### src/rtl/ftoi_wb_queue.sv
// Writeback FIFO behind the float-to-int converter: tags each result with
// NV/OF exception flags, drains it to the integer register file, and keeps a sticky status bit.
module ftoi_wb_queue #(
    parameter int DEPTH = 4,
    parameter int TAGW  = 6
) (
    input  logic                     clk,
    input  logic                     rst,
    input  logic                     in_valid,
    output logic                     in_ready,
    input  logic [TAGW-1:0]          in_tag,
    input  logic [31:0]              in_x,
    input  logic [31:0]              in_y,
    output logic                     out_valid,
    input  logic                     out_ready,
    output logic [TAGW-1:0]          out_tag,
    output logic [31:0]              out_data,
    output logic                     out_nv,
    output logic                     out_of,
    output logic                     sticky_exc,
    input  logic                     clr_sticky,
    output logic [$clog2(DEPTH):0]   count
);

    localparam int AW = $clog2(DEPTH);
    localparam int CW = AW + 1;

    logic [TAGW-1:0] r_tag  [DEPTH];
    logic [31:0]     r_data [DEPTH];
    logic            r_nv   [DEPTH];
    logic            r_of   [DEPTH];

    logic [AW-1:0]   r_wr_ptr;
    logic [AW-1:0]   r_rd_ptr;
    logic [CW-1:0]   r_count;
    logic            r_sticky;

    logic            w_push;
    logic            w_pop;
    logic            w_nv;
    logic            w_of;

    function automatic logic flag_nv(input logic [31:0] x);
        return (x[30:23] == 8'hFF);
    endfunction

    // -2^31 is the one exponent-158 value that still fits in int32.
    function automatic logic flag_of(input logic [31:0] x);
        return !flag_nv(x) && (x[30:23] >= 8'd158) && (x != 32'hCF000000);
    endfunction

    assign w_nv      = flag_nv(in_x);
    assign w_of      = flag_of(in_x);

    assign in_ready  = (r_count != CW'(DEPTH));
    assign out_valid = (r_count != '0);
    assign w_push    = in_valid && in_ready;
    assign w_pop     = out_valid && out_ready;

    assign out_tag    = r_tag[r_rd_ptr];
    assign out_data   = r_data[r_rd_ptr];
    assign out_nv     = r_nv[r_rd_ptr];
    assign out_of     = r_of[r_rd_ptr];
    assign sticky_exc = r_sticky;
    assign count      = r_count;

    always_ff @(posedge clk or posedge rst) begin
        if (rst) begin
            r_wr_ptr <= '0;
            r_rd_ptr <= '0;
            r_count  <= '0;
            r_sticky <= 1'b0;
        end else begin
            if (w_push) r_wr_ptr <= r_wr_ptr + AW'(1);
            if (w_pop)  r_rd_ptr <= r_rd_ptr + AW'(1);
            r_count  <= r_count + CW'(w_push) - CW'(w_pop);
            // Set wins over clear when both happen in one cycle.
            r_sticky <= (r_sticky && !clr_sticky) || (w_push && (w_nv || w_of));
        end
    end

    always_ff @(posedge clk) begin
        if (w_push) begin
            r_tag[r_wr_ptr]  <= in_tag;
            r_data[r_wr_ptr] <= in_y;
            r_nv[r_wr_ptr]   <= w_nv;
            r_of[r_wr_ptr]   <= w_of;
        end
    end

endmodule

### config.mk
export PLATFORM = sky130hd
export DESIGN_NAME = ftoi_wb_queue
export DESIGN_NICKNAME = d
export VERILOG_FILES = /design/src/rtl/ftoi_wb_queue.sv
export SDC_FILE = /design/constraint.sdc
export NUM_CORES = 1
export LEC_CHECK = 0
export BUFFER_PORTS_ARGS = -buffer_cell sky130_fd_sc_hd__buf_4
export CAP_MARGIN = 20
export CORE_MARGIN = 5
export CORE_UTILIZATION = 55
export CTS_CLUSTER_DIAMETER = 120
export DETAILED_ROUTE_END_ITERATION = 10
export GPL_ROUTABILITY_DRIVEN = 1
export PLACE_DENSITY_LB_ADDON = 0.25
export SKIP_CTS_REPAIR_TIMING = 1
export SLEW_MARGIN = 20
export SYNTH_ARGS = -nofsm -noshare
export SYNTH_HDL_FRONTEND = slang
export SYNTH_SLANG_ARGS = --single-unit
### constraint.sdc
create_clock -name clk -period 2.8 [get_ports clk]
set_clock_uncertainty 0.2 [all_clocks]
set_input_delay 0.56 -clock clk [delete_from_list [all_inputs] [get_ports clk]]
set_output_delay 0.56 -clock clk [all_outputs]
set_load 0.1 [all_outputs]
Word-level counts from Yosys, hierarchy flattened --
Memory sizes are Yosys's and may differ from the RTL's. Cells that the tools add are included.
Word-level totals: word-level logic and storage cells 29, input port bits 75, RAM bits 160, memories kept 4, register bits after elaboration 8
Operators by class: magnitude comparators 1, reductions and logical operators 11, mux-type cells 2, $add $sub $neg 4, eq/ne operators 3
Memory list:
- r_data | depth 4, width 32, read ports 1, clocked after memory_dff 0, write ports 1, RTL line 29 | logic [31:0] r_data [DEPTH];
- r_tag | depth 4, width 6, read ports 1, clocked after memory_dff 0, write ports 1, RTL line 28 | logic [TAGW-1:0] r_tag [DEPTH];
- r_nv | depth 4, width 1, read ports 1, clocked after memory_dff 0, write ports 1, RTL line 30 | logic r_nv [DEPTH];
- r_of | depth 4, width 1, read ports 1, clocked after memory_dff 0, write ports 1, RTL line 31 | logic r_of [DEPTH];
Operators with widths (number):
- 32-bit != test (second input constant) | 1
- 8-bit == test (second input constant) | 1
- 8-bit greater-or-equal comparator (second input constant) | 1
- 1-bit logical AND | 6
- 2-bit by 1-bit adder with 2-bit output (second input constant) | 2
- 3-bit by 1-bit adder with 3-bit output | 1
- 3-bit != test (second input constant) | 1
- 3-bit nonzero test | 1
- 3-bit by 1-bit subtractor with 3-bit output | 1
- 1-bit logical NOT | 2
- 1-bit logical OR | 2
- 1-bit two-way mux | 2

Logic depth before layout (Yosys ltp) --
Gate-level depths: netlist (run 1).
depth in word-level cells 7, gate-level depth with buffers 10, mapped depth without buffers 10

Least setup slack after synthesis (run 1) --
No wires, ideal clock.
path type reg2reg, start register r_count[1], in the netlist count[1], end register r_count[2], in the netlist count[2], path slack -0.399 ns, buffers on the path 0, stages on the path, launching flop included 10, setup time 0.161 ns, data arrival time 2.837 ns, period minus slack after synthesis 3.199 ns, cell sequence dfrtp_1 > or3_4 > and2_4 > ha_1 > inv_1 > ha_1 > inv_1 > fa_1 > xnor2_1 > xnor2_1
On the way: elaborated cells between the ends (all ways) 6
RTL lines:
- from (decl) | RTL line 35 | logic [CW-1:0] r_count;
- from (signal assigned) | RTL line 76 | r_count <= r_count + CW'(w_push) - CW'(w_pop);
- 3-bit nonzero test | RTL line 56 | assign out_valid = (r_count != '0);
- net out_valid | RTL line 14 | output logic out_valid,
- 1-bit logical AND | RTL line 58 | assign w_pop = out_valid && out_ready;
- net w_pop | RTL line 39 | logic w_pop;
- 3-bit by 1-bit subtractor with 3-bit output | RTL line 76
The timed path passes the listed nets, and every way through them passes these cells. A chain may end at the register's enable or synchronous reset.

Worst setup path after layout (run 1) --
start register r_rd_ptr[0], end output port out_nv
On the way: longest elaborated chain between the ends 1
RTL lines:
- from (decl) | RTL line 34 | logic [AW-1:0] r_rd_ptr;
- from (signal assigned) | RTL line 75 | if (w_pop) r_rd_ptr <= r_rd_ptr + AW'(1);
- memory read 4 x 1 bit
- to (decl) | RTL line 18 | output logic out_nv,
Every way passes these cells.

==> results of run 1 <==
## final timing paths
kind                             startpoint             to  slack (ns)  cells after the start
worst max register to register     count[0]       count[2]        0.37                      9
min in group asynchronous               rst       count[1]        0.48                      3
worst max-delay path            r_rd_ptr[0]         out_nv        0.12                      3
worst min-delay path               in_y[25]  r_data[1][25]        0.15                      1
worst min register to register     count[1]       count[2]        0.36                      1
max in group asynchronous               rst    r_rd_ptr[0]        1.61                      3
## worst max-delay path: stages, from the launching register on
cell and delay (ns):
dfrtp_4 0.43, buf_6 0.26, mux4_2 0.56, buf_4 0.25
## routing by layer
layer / share of wire [%] / wire length (µm)
met1: 39 / 4380
met2: 54 / 6050
met3: 7.0 / 785
met4: 0.36 / 41
met5: 0 / 0
## kinds of logic after synthesis
group	after synthesis
and+or+nand+nor	29
AOI/OAI and AO/OA	4
muxes	40
xor gates and xnor gates	5
adders and majority gates	7
DFF	168
buffers and inverters	17
## sequential cells by signal (all words and copies together), names as in the netlist
register and flops:
count 3, r_data 128, r_nv 4, sticky_exc 1, r_rd_ptr 2, r_wr_ptr 2
r_of 4, r_tag 24
## stage by stage
stage / util [%] / setup WS, ns
detailed placement: 66.3 / 0.368
global placement: 66.3 / 0.412
global route: 71.7 / 0.0386
floorplan: - / 0.00770
finish: 71.7 / 0.118
CTS: 71.5 / -0.0121
## final cells by class
class,count,area (µm²),share of cell area (%)
flip-flops and latches,168,5020,61.6
multi-input cells,85,1290,15.8
repair buffers,134,1040,12.7
clock buffers,17,425,5.22
well taps,143,179,2.20
clock inverters,15,174,2.13
inverters,7,26.3,0.323
## layout by cell type (no fill, tap or decap), types with 3 or more instances in the layout
master     Yosys  layout
nand2_1        3       3
dfrtp_4        0       3
clkinv_4       0       3
and2_2         0       4
inv_6          0       4
nand4_1        3       3
nor4_1         5       5
nor2_1         3       3
clkinv_2       0       3
buf_4          0     130
ha_1           6       4
dfrtp_1        8       3
edfxtp_1     160     160
mux4_2        40      40
xnor2_1        4       3
clkbuf_16      0      17
bufinv_16      0       3
inv_1          7       5
## cell usage after synthesis
master / instances
a21boi_2: 1
a21oi_1: 1
and2_1: 4
and2_4: 1
and3_1: 2
and4_1: 1
buf_2: 4
buf_6: 5
clkbuf_1: 1
dfrtp_1: 8
edfxtp_1: 160
fa_1: 1
ha_1: 6
inv_1: 7
mux4_2: 40
nand2_1: 3
nand2_2: 1
nand3_1: 1
nand4_1: 3
nor2_1: 3
nor2b_1: 1
nor4_1: 5
nor4b_1: 2
o21ai_0: 1
o21ai_1: 1
or3_1: 1
or3_4: 1
xnor2_1: 4
xor2_1: 1
==> impl_metrics.xml, run 1 <==
<?xml version="1.0" encoding="UTF-8"?>
<metrics>
  <group name="logic_synthesis">
    <metric name="synth_area" unit="mm²">0.00636</metric>
    <metric name="synthesis.yosys.warnings" unit="">0</metric>
    <metric name="synth_cell_types" unit="">29</metric>
    <metric name="synth_fa_ha_area_share" unit="%">1.50</metric>
    <metric name="xor_xnor_share_of_the_synthesized_area" unit="%">0.689</metric>
    <metric name="netlist_top_cells_area" unit="">edfxtp_1 76%, mux4_2 14%, dfrtp_1 3.1%</metric>
    <metric name="compound_gate_portion_of_the_synthesized_area" unit="%">0.413</metric>
    <metric name="synth_simple_gate_area_share" unit="%">2.83</metric>
    <metric name="largest_family_of_logic_cells_by_synthesized_area" unit="">multiplexers</metric>
    <metric name="yosys-mux-area-fraction" unit="%">14.2</metric>
    <metric name="synth_fp_nets" unit="">352</metric>
    <metric name="portion_of_the_post_synthesis_area_used_by_sequential_elements" unit="%">78.7</metric>
    <metric name="cell_taking_the_most_area_after_synthesis" unit="">edfxtp_1</metric>
    <metric name="post_synth.cell_area_avg" unit="µm²">23.5</metric>
    <metric name="yosysTopAreaCellShare" unit="%">75.6</metric>
    <metric name="postSynthRegisterBits" unit="">168</metric>
    <metric name="post_synth_inst_count" unit="">270</metric>
  </group>
  <group name="critical_path">
    <metric name="timing.critical_path.from_type" unit="">flop</metric>
    <metric name="end_kind" unit="">output port</metric>
    <metric name="cp.required" unit="ns">2.04</metric>
    <metric name="cp.arrival" unit="ns">1.92</metric>
    <metric name="cp_class" unit="">reg2out</metric>
    <metric name="critical_path.max_fanout" unit="">18</metric>
  </group>
  <group name="routing">
    <metric name="routedWlPerCell" unit="µm">19.8</metric>
    <metric name="final_antenna_net_count" unit="">0</metric>
    <metric name="detailedRoute.firstIterationViolations" unit="">234</metric>
    <metric name="drc_errors" unit="">0</metric>
    <metric name="vias" unit="">3125</metric>
    <metric name="drtPass1Iterations" unit="">4</metric>
    <metric name="routed_wirelength" unit="µm">11300</metric>
    <metric name="drt-vias-per-instance" unit="">5.49</metric>
  </group>
  <group name="cts">
    <metric name="cts.clk_slew.worst_paths" unit="ns">0.06</metric>
    <metric name="clock_buffer_count_from_cts" unit="">17</metric>
    <metric name="clockBufferDepth" unit="">2</metric>
    <metric name="root_buffer" unit="">clkbuf_16</metric>
    <metric name="clk-insertion-delay-late" unit="ns">0.41</metric>
    <metric name="tritoncts" unit="">done</metric>
    <metric name="cts_sinks" unit="">168</metric>
    <metric name="clock_tree.htree_level_count" unit="">4</metric>
  </group>
  <group name="final_layout">
    <metric name="num_antenna_cells" unit="">0</metric>
    <metric name="layout.nets" unit="">495</metric>
    <metric name="share_of_post_route_cells_with_drive_strength_above_1" unit="%">52.1</metric>
    <metric name="finalNonFillerCells" unit="">569</metric>
    <metric name="fillCellCount" unit="">719</metric>
    <metric name="synth_to_final_area_change" unit="%">28.1</metric>
    <metric name="design_area" unit="mm²">0.00815</metric>
  </group>
  <group name="status">
    <metric name="run_status" unit="">complete, no violations</metric>
  </group>
  <group name="place">
    <metric name="dp.cells" unit="">536</metric>
    <metric name="detailed_place.area" unit="mm²">0.00753</metric>
    <metric name="globalplace.congestion" unit="">0.734</metric>
    <metric name="port_buffers" unit="">120</metric>
    <metric name="dpl.hpwl" unit="µm">7280</metric>
  </group>
  <group name="sta">
    <metric name="max-slew-margin-rel" unit="%">73.3</metric>
    <metric name="worst_slew_pin_slew" unit="ns">0.400</metric>
    <metric name="final.period_utilization" unit="%">95.8</metric>
    <metric name="rsz_0062_raised_after_global_routing" unit="">false</metric>
    <metric name="setup_viol_count_final" unit="">0</metric>
    <metric name="final-hold-violation-count" unit="">0</metric>
    <metric name="hold_ws" unit="ns">0.145</metric>
    <metric name="achievable_clock_frequency" unit="MHz">373</metric>
    <metric name="setup-tns-final" unit="ns">0</metric>
    <metric name="slew_viol_final" unit="">0</metric>
    <metric name="finalCriticalPeriod" unit="ns">2.68</metric>
  </group>
  <group name="global_route">
    <metric name="met1_layer_usage_reported_by_global_route" unit="%">19.7</metric>
    <metric name="grt_antenna_before_repair" unit="">0</metric>
    <metric name="globalRoute.totalOverflow" unit="">0</metric>
    <metric name="number_of_global_route_vias_before_repair" unit="">3377</metric>
    <metric name="grt_first_pass_wirelength" unit="µm">17700</metric>
    <metric name="global_route.usage.total" unit="%">16.6</metric>
    <metric name="use_met2" unit="%">28.9</metric>
    <metric name="top_usage_layer" unit="">met2</metric>
    <metric name="grt_use_met3" unit="%">6.49</metric>
    <metric name="pin_count_of_the_biggest_net_entering_global_routing" unit="">27</metric>
  </group>
  <group name="floorplan">
    <metric name="die_x" unit="µm">118</metric>
    <metric name="chipHeight" unit="µm">118</metric>
    <metric name="design.portCount" unit="">121</metric>
    <metric name="die-area" unit="mm²">0.0138</metric>
    <metric name="start_util" unit="%">55.9</metric>
    <metric name="placement_rows" unit="">39</metric>
    <metric name="core" unit="mm²">0.0114</metric>
  </group>
  <group name="flow_run">
    <metric name="max-cap-violations" unit="">0</metric>
  </group>
  <group name="hold_path">
    <metric name="min-delay-path-class" unit="">in2reg</metric>
  </group>
</metrics>
Power of run 1 is not shown: default switching activity piles up to over one toggle a cycle in this logic, so the estimate is an artifact.
==> inputs of run 2 (changes only) <==
--- a/config.mk
+++ b/config.mk
@@ -8,7 +8,7 @@
 export BUFFER_PORTS_ARGS = -buffer_cell sky130_fd_sc_hd__buf_4
 export CAP_MARGIN = 20
 export CORE_MARGIN = 5
-export CORE_UTILIZATION = 55
+export CORE_UTILIZATION = 59
 export CTS_CLUSTER_DIAMETER = 120
 export DETAILED_ROUTE_END_ITERATION = 10
 export GPL_ROUTABILITY_DRIVEN = 1
==> constraint.sdc (replaced) <==
create_clock -name clk -period 3.25 [get_ports clk]
set_clock_uncertainty 0.2 [all_clocks]
set_input_delay 0.65 -clock clk [delete_from_list [all_inputs] [get_ports clk]]
set_output_delay 0.65 -clock clk [all_outputs]
set_load 0.1 [all_outputs]
==> impl_metrics.xml, run 2 (synthesized netlist as in run 1, its figures left out) <==
<?xml version="1.0" encoding="UTF-8"?>
<metrics>
  <group name="status">
    <metric name="run_status" unit="">complete, no violations</metric>
  </group>
  <group name="routing">
    <metric name="final_antenna_net_count" unit="">0</metric>
    <metric name="detailedRoute.firstIterationViolations" unit="">210</metric>
    <metric name="vias" unit="">3100</metric>
    <metric name="routed_wirelength" unit="µm">11400</metric>
    <metric name="drc_errors" unit="">0</metric>
    <metric name="drtPass1Iterations" unit="">4</metric>
    <metric name="routedWlPerCell" unit="µm">20.3</metric>
    <metric name="drt-vias-per-instance" unit="">5.54</metric>
  </group>
  <group name="sta">
    <metric name="setup-tns-final" unit="ns">0</metric>
    <metric name="rsz_0062_raised_after_global_routing" unit="">false</metric>
    <metric name="finalCriticalPeriod" unit="ns">3.03</metric>
    <metric name="max-slew-margin-rel" unit="%">65.4</metric>
    <metric name="setup_viol_count_final" unit="">0</metric>
    <metric name="layout_setup_ws" unit="ns">0.222</metric>
    <metric name="slew_viol_final" unit="">0</metric>
    <metric name="hold_ws" unit="ns">0.137</metric>
    <metric name="achievable_clock_frequency" unit="MHz">330</metric>
    <metric name="final.period_utilization" unit="%">93.2</metric>
    <metric name="final-hold-violation-count" unit="">0</metric>
    <metric name="worst_slew_pin_slew" unit="ns">0.519</metric>
  </group>
  <group name="cts">
    <metric name="tritoncts" unit="">done</metric>
    <metric name="cts_sinks" unit="">168</metric>
    <metric name="clock_buffer_count_from_cts" unit="">17</metric>
    <metric name="cts.clk_slew.worst_paths" unit="ns">0.07</metric>
    <metric name="root_buffer" unit="">clkbuf_8</metric>
    <metric name="clk-insertion-delay-late" unit="ns">0.51</metric>
    <metric name="clockBufferDepth" unit="">2</metric>
    <metric name="clock_tree.htree_level_count" unit="">4</metric>
  </group>
  <group name="final_layout">
    <metric name="num_antenna_cells" unit="">0</metric>
    <metric name="mostFrequentLayoutCell" unit="">edfxtp_1</metric>
    <metric name="max_ffs_per_register" unit="">128</metric>
    <metric name="biggest_registers_after_layout" unit="">r_data (128), r_tag (24)</metric>
    <metric name="share_of_post_route_cells_with_drive_strength_above_1" unit="%">49.5</metric>
    <metric name="layout.nets" unit="">489</metric>
    <metric name="synth_to_final_area_change" unit="%">26.5</metric>
    <metric name="largest-register" unit="">r_data</metric>
    <metric name="mostFrequentLayoutCells" unit="">160 x edfxtp_1, 122 x buf_4, 40 x mux4_2, 16 x clkbuf_16, 7 x inv_1</metric>
  </group>
  <group name="floorplan">
    <metric name="start_util" unit="%">59.4</metric>
    <metric name="chipHeight" unit="µm">114</metric>
    <metric name="die_x" unit="µm">114</metric>
    <metric name="design.portCount" unit="">121</metric>
    <metric name="die-area" unit="mm²">0.0130</metric>
    <metric name="placement_rows" unit="">38</metric>
    <metric name="core" unit="mm²">0.0107</metric>
  </group>
  <group name="critical_path">
    <metric name="critPathSlowestCell" unit="">mux4_2</metric>
    <metric name="end_kind" unit="">output port</metric>
    <metric name="critical_path.reg2reg.startpoint" unit="">count[1]</metric>
    <metric name="cp.arrival" unit="ns">2.18</metric>
    <metric name="cp_class" unit="">reg2out</metric>
    <metric name="length_in_cells_of_the_worst_reg_to_reg_path" unit="">9</metric>
    <metric name="cp.required" unit="ns">2.40</metric>
    <metric name="worst_path_largest_cell_delay" unit="ns">0.61</metric>
    <metric name="critical_path.max_fanout" unit="">26</metric>
    <metric name="cp_common_cell" unit="">buf_4</metric>
    <metric name="cp-startpoint" unit="">r_rd_ptr[0]</metric>
    <metric name="timing.critical_path.from_type" unit="">flop</metric>
    <metric name="cp_cell_sequence" unit="">buf_4, mux4_2, buf_4</metric>
  </group>
  <group name="global_route">
    <metric name="globalRoute.totalOverflow" unit="">0</metric>
    <metric name="pin_count_of_the_biggest_net_entering_global_routing" unit="">41</metric>
    <metric name="global_route.usage.total" unit="%">19.0</metric>
    <metric name="number_of_global_route_vias_before_repair" unit="">3466</metric>
    <metric name="grt_antenna_before_repair" unit="">0</metric>
    <metric name="grt_first_pass_wirelength" unit="µm">17900</metric>
  </group>
  <group name="hold_path">
    <metric name="min-delay-path-class" unit="">in2reg</metric>
    <metric name="min_from" unit="">in_y[23]</metric>
    <metric name="min_path_cells" unit="">1</metric>
  </group>
  <group name="place">
    <metric name="worst_setup_slack_before_clock_tree_synthesis" unit="ns">0.552</metric>
    <metric name="globalplace.congestion" unit="">0.740</metric>
    <metric name="dpl.hpwl" unit="µm">7250</metric>
    <metric name="port_buffers" unit="">120</metric>
  </group>
  <group name="flow_run">
    <metric name="max-cap-violations" unit="">0</metric>
  </group>
</metrics>
-- run 2: critical path, delay by kind of cell (launching register included) --
family	cells	cell delay, ns
buffers and inverters	2	0.70
flip-flops	1	0.35
multiplexers	1	0.61
-- run 2: per-layer routing --
metal	vias up	track usage [%]	share of wire [%]
li1	1407	-	-
met1	1564	22.4	38
met2	116	33.5	54
met3	13	6.10	6.8
met4	0	5.86	1.1
met5	-	0	0
-- run 2: final cells by class --
type	count	area [µm²]
clock buffers	17	414
clock inverters	15	143
repair buffers	128	1030
inverters	7	26.3
well taps	140	175
multi-input cells	85	1250
flip-flops and latches	168	5010
fillers	612	2660
-- run 2: through the flow --
stage          cell area [µm²]  instances  util [%]
5_1_grt                   8040        560      75.2
2_1_floorplan             6360        270         -
3_3_place_gp              7480        527      69.9
6_report                  8040        560      75.2
4_1_cts                   8030        559      75.1
3_5_place_dp              7480        527      69.9
-- run 2: worst paths after layout --
path	end	slack (ns)
worst min-delay path	r_data[0][23]	0.14
worst min register to register	count[0]	0.40
max in group asynchronous	r_rd_ptr[1]	2.11
worst max-delay path	out_data[31]	0.22
worst max register to register	count[2]	0.71
min in group asynchronous	count[2]	0.47
Power of run 2 is left out for the same reason.
==> inputs of run 3 (changes only) <==
--- a/config.mk
+++ b/config.mk
@@ -12,7 +12,9 @@
 export CTS_CLUSTER_DIAMETER = 120
 export DETAILED_ROUTE_END_ITERATION = 10
 export GPL_ROUTABILITY_DRIVEN = 1
+export MAX_ROUTING_LAYER = met4
 export PLACE_DENSITY_LB_ADDON = 0.25
+export RECOVER_POWER = 25
 export SKIP_CTS_REPAIR_TIMING = 1
 export SLEW_MARGIN = 20
 export SYNTH_ARGS = -nofsm -noshare
==> constraint.sdc (replaced) <==
create_clock -name clk -period 3.25 [get_ports clk]
set_clock_uncertainty 0.2 [all_clocks]
set_input_delay 0.325 -clock clk [delete_from_list [all_inputs] [get_ports clk]]
set_output_delay 0.325 -clock clk [all_outputs]
set_load 0.1 [all_outputs]
==> impl_metrics.xml, run 3 (synthesized netlist as in run 1, its figures left out) <==
<?xml version="1.0" encoding="UTF-8"?>
<metrics>
  <group name="final_layout">
    <metric name="mostFrequentLayoutCells" unit="">160 x edfxtp_1, 98 x buf_4, 42 x dlygate4sd3_1, 40 x mux4_2, 26 x clkbuf_1</metric>
    <metric name="biggest_registers_after_layout" unit="">r_data (128), r_tag (24)</metric>
    <metric name="post-route-util" unit="%">78.2</metric>
    <metric name="design_area" unit="mm²">0.00837</metric>
    <metric name="num_antenna_cells" unit="">0</metric>
    <metric name="fillCellCount" unit="">609</metric>
    <metric name="mostFrequentLayoutCell" unit="">edfxtp_1</metric>
    <metric name="largest-register" unit="">r_data</metric>
    <metric name="layout.nets" unit="">530</metric>
    <metric name="share_of_post_route_cells_with_drive_strength_above_1" unit="%">39.2</metric>
    <metric name="max_ffs_per_register" unit="">128</metric>
    <metric name="synth_to_final_area_change" unit="%">31.6</metric>
  </group>
  <group name="routing">
    <metric name="drt-vias-per-instance" unit="">5.50</metric>
    <metric name="drc_errors" unit="">0</metric>
    <metric name="vias" unit="">3284</metric>
    <metric name="detailedRoute.firstIterationViolations" unit="">157</metric>
    <metric name="final_antenna_net_count" unit="">0</metric>
    <metric name="drtPass1Iterations" unit="">4</metric>
    <metric name="routed_wirelength" unit="µm">11700</metric>
    <metric name="routedWlPerCell" unit="µm">19.6</metric>
  </group>
  <group name="place">
    <metric name="detailed_place.area" unit="mm²">0.00746</metric>
    <metric name="port_buffers" unit="">120</metric>
    <metric name="globalplace.congestion" unit="">0.777</metric>
    <metric name="dpl.hpwl" unit="µm">6800</metric>
  </group>
  <group name="cts">
    <metric name="cts_sinks" unit="">168</metric>
    <metric name="tritoncts" unit="">done</metric>
    <metric name="clockBufferDepth" unit="">2</metric>
    <metric name="clock_tree.htree_level_count" unit="">4</metric>
    <metric name="clk-insertion-delay-late" unit="ns">0.52</metric>
    <metric name="clock_buffer_count_from_cts" unit="">17</metric>
    <metric name="root_buffer" unit="">clkbuf_8</metric>
    <metric name="cts.clk_slew.worst_paths" unit="ns">0.06</metric>
  </group>
  <group name="critical_path">
    <metric name="timing.critical_path.from_type" unit="">flop</metric>
    <metric name="endpoint_of_the_lowest_slack_register_to_register_path" unit="">count[2]</metric>
    <metric name="critical_path.max_fanout" unit="">37</metric>
    <metric name="cp-startpoint" unit="">r_rd_ptr[0]</metric>
    <metric name="worst_reg_to_reg_setup_slack" unit="ns">0.74</metric>
    <metric name="length_in_cells_of_the_worst_reg_to_reg_path" unit="">9</metric>
    <metric name="cp.arrival" unit="ns">2.20</metric>
    <metric name="cp_cell_sequence" unit="">buf_12, mux4_2, buf_4</metric>
    <metric name="cp-endpoint" unit="">out_data[0]</metric>
    <metric name="end_kind" unit="">output port</metric>
    <metric name="cp.required" unit="ns">2.72</metric>
    <metric name="critPathSlowestCell" unit="">mux4_2</metric>
    <metric name="critical_path.reg2reg.startpoint" unit="">count[1]</metric>
    <metric name="cp_class" unit="">reg2out</metric>
    <metric name="worst_path_largest_cell_delay" unit="ns">0.59</metric>
  </group>
  <group name="sta">
    <metric name="setup-tns-final" unit="ns">0</metric>
    <metric name="final-hold-violation-count" unit="">0</metric>
    <metric name="setup_viol_count_final" unit="">0</metric>
    <metric name="max-slew-margin-rel" unit="%">63.7</metric>
    <metric name="slew_viol_final" unit="">0</metric>
    <metric name="worst_slew_pin_slew" unit="ns">0.545</metric>
    <metric name="rsz_0062_raised_after_global_routing" unit="">false</metric>
    <metric name="achievable_clock_frequency" unit="MHz">367</metric>
    <metric name="finalCriticalPeriod" unit="ns">2.72</metric>
    <metric name="final.period_utilization" unit="%">83.8</metric>
  </group>
  <group name="floorplan">
    <metric name="core" unit="mm²">0.0107</metric>
    <metric name="chipHeight" unit="µm">114</metric>
    <metric name="die-area" unit="mm²">0.0130</metric>
    <metric name="die_x" unit="µm">114</metric>
    <metric name="design.portCount" unit="">121</metric>
    <metric name="placement_rows" unit="">38</metric>
    <metric name="start_util" unit="%">59.4</metric>
  </group>
  <group name="global_route">
    <metric name="number_of_global_route_vias_before_repair" unit="">3377</metric>
    <metric name="pin_count_of_the_biggest_net_entering_global_routing" unit="">41</metric>
    <metric name="grt_antenna_before_repair" unit="">0</metric>
    <metric name="globalRoute.totalOverflow" unit="">0</metric>
    <metric name="global_route.usage.total" unit="%">19.0</metric>
    <metric name="grt_first_pass_wirelength" unit="µm">17400</metric>
  </group>
  <group name="flow_run">
    <metric name="max-cap-violations" unit="">0</metric>
  </group>
  <group name="status">
    <metric name="run_status" unit="">complete, no violations</metric>
  </group>
  <group name="hold_path">
    <metric name="min-delay-path-class" unit="">in2reg</metric>
  </group>
</metrics>
==> run 3: cell types whose count changed in the layout (fill, tap and decap cells not counted), moves of 2 or more <==
cell	before	now
bufinv_16	1	4
buf_4	122	98
clkinvlp_4	4	2
inv_6	5	0
clkbuf_1	0	26
dlygate4sd3_1	1	42
==> run 3: worst min-delay path by stage <==
stage                  start     endpoint  slack [ns]  cells after the start
finish              in_valid  r_wr_ptr[0]        0.08                      3
global route        in_valid  r_wr_ptr[0]        0.07                      3
CTS                      rst   sticky_exc       -0.46                      2
detailed placement       rst   sticky_exc         0.1                      2
global placement         rst   sticky_exc         0.1                      2
floorplan                rst     count[0]       -0.06                      1
==> run 3: worst max-delay path, delay by kind of cell (launching register included) <==
kind / cells / cell delay, ns
buffers and inverters: 2 / 0.59
DFF: 1 / 0.48
muxes: 1 / 0.59
==> run 3: layout make-up <==
class / instances / area [µm²] / area share [%]
clock buffer: 19 / 422 / 5.04
clock inverter: 9 / 154 / 1.84
inverter: 7 / 26.3 / 0.314
multi-input combinational: 85 / 1250 / 14.9
sequential: 168 / 5010 / 59.8
tap: 140 / 175 / 2.09
timing repair buffer: 169 / 1330 / 15.9
==> run 3: metrics by stage <==
stage	cells	worst slack [ns]	hold WS [ns]
final	597	0.526	0.0815
after global routing	597	0.398	0.0708
after floorplan	270	0.0513	-0.0593
after detailed placement	527	0.733	0.0992
after global placement	527	0.796	0.0993
after CTS	555	0.495	-0.462
==> run 3: routing by layer <==
layer  GRT usage [%]  share of wire, %
met1            22.6                39
met2            31.4                53
met3            5.94               7.5
met4            5.70               1.3
met5               -                 0
Power of run 3 is left out for the same reason.
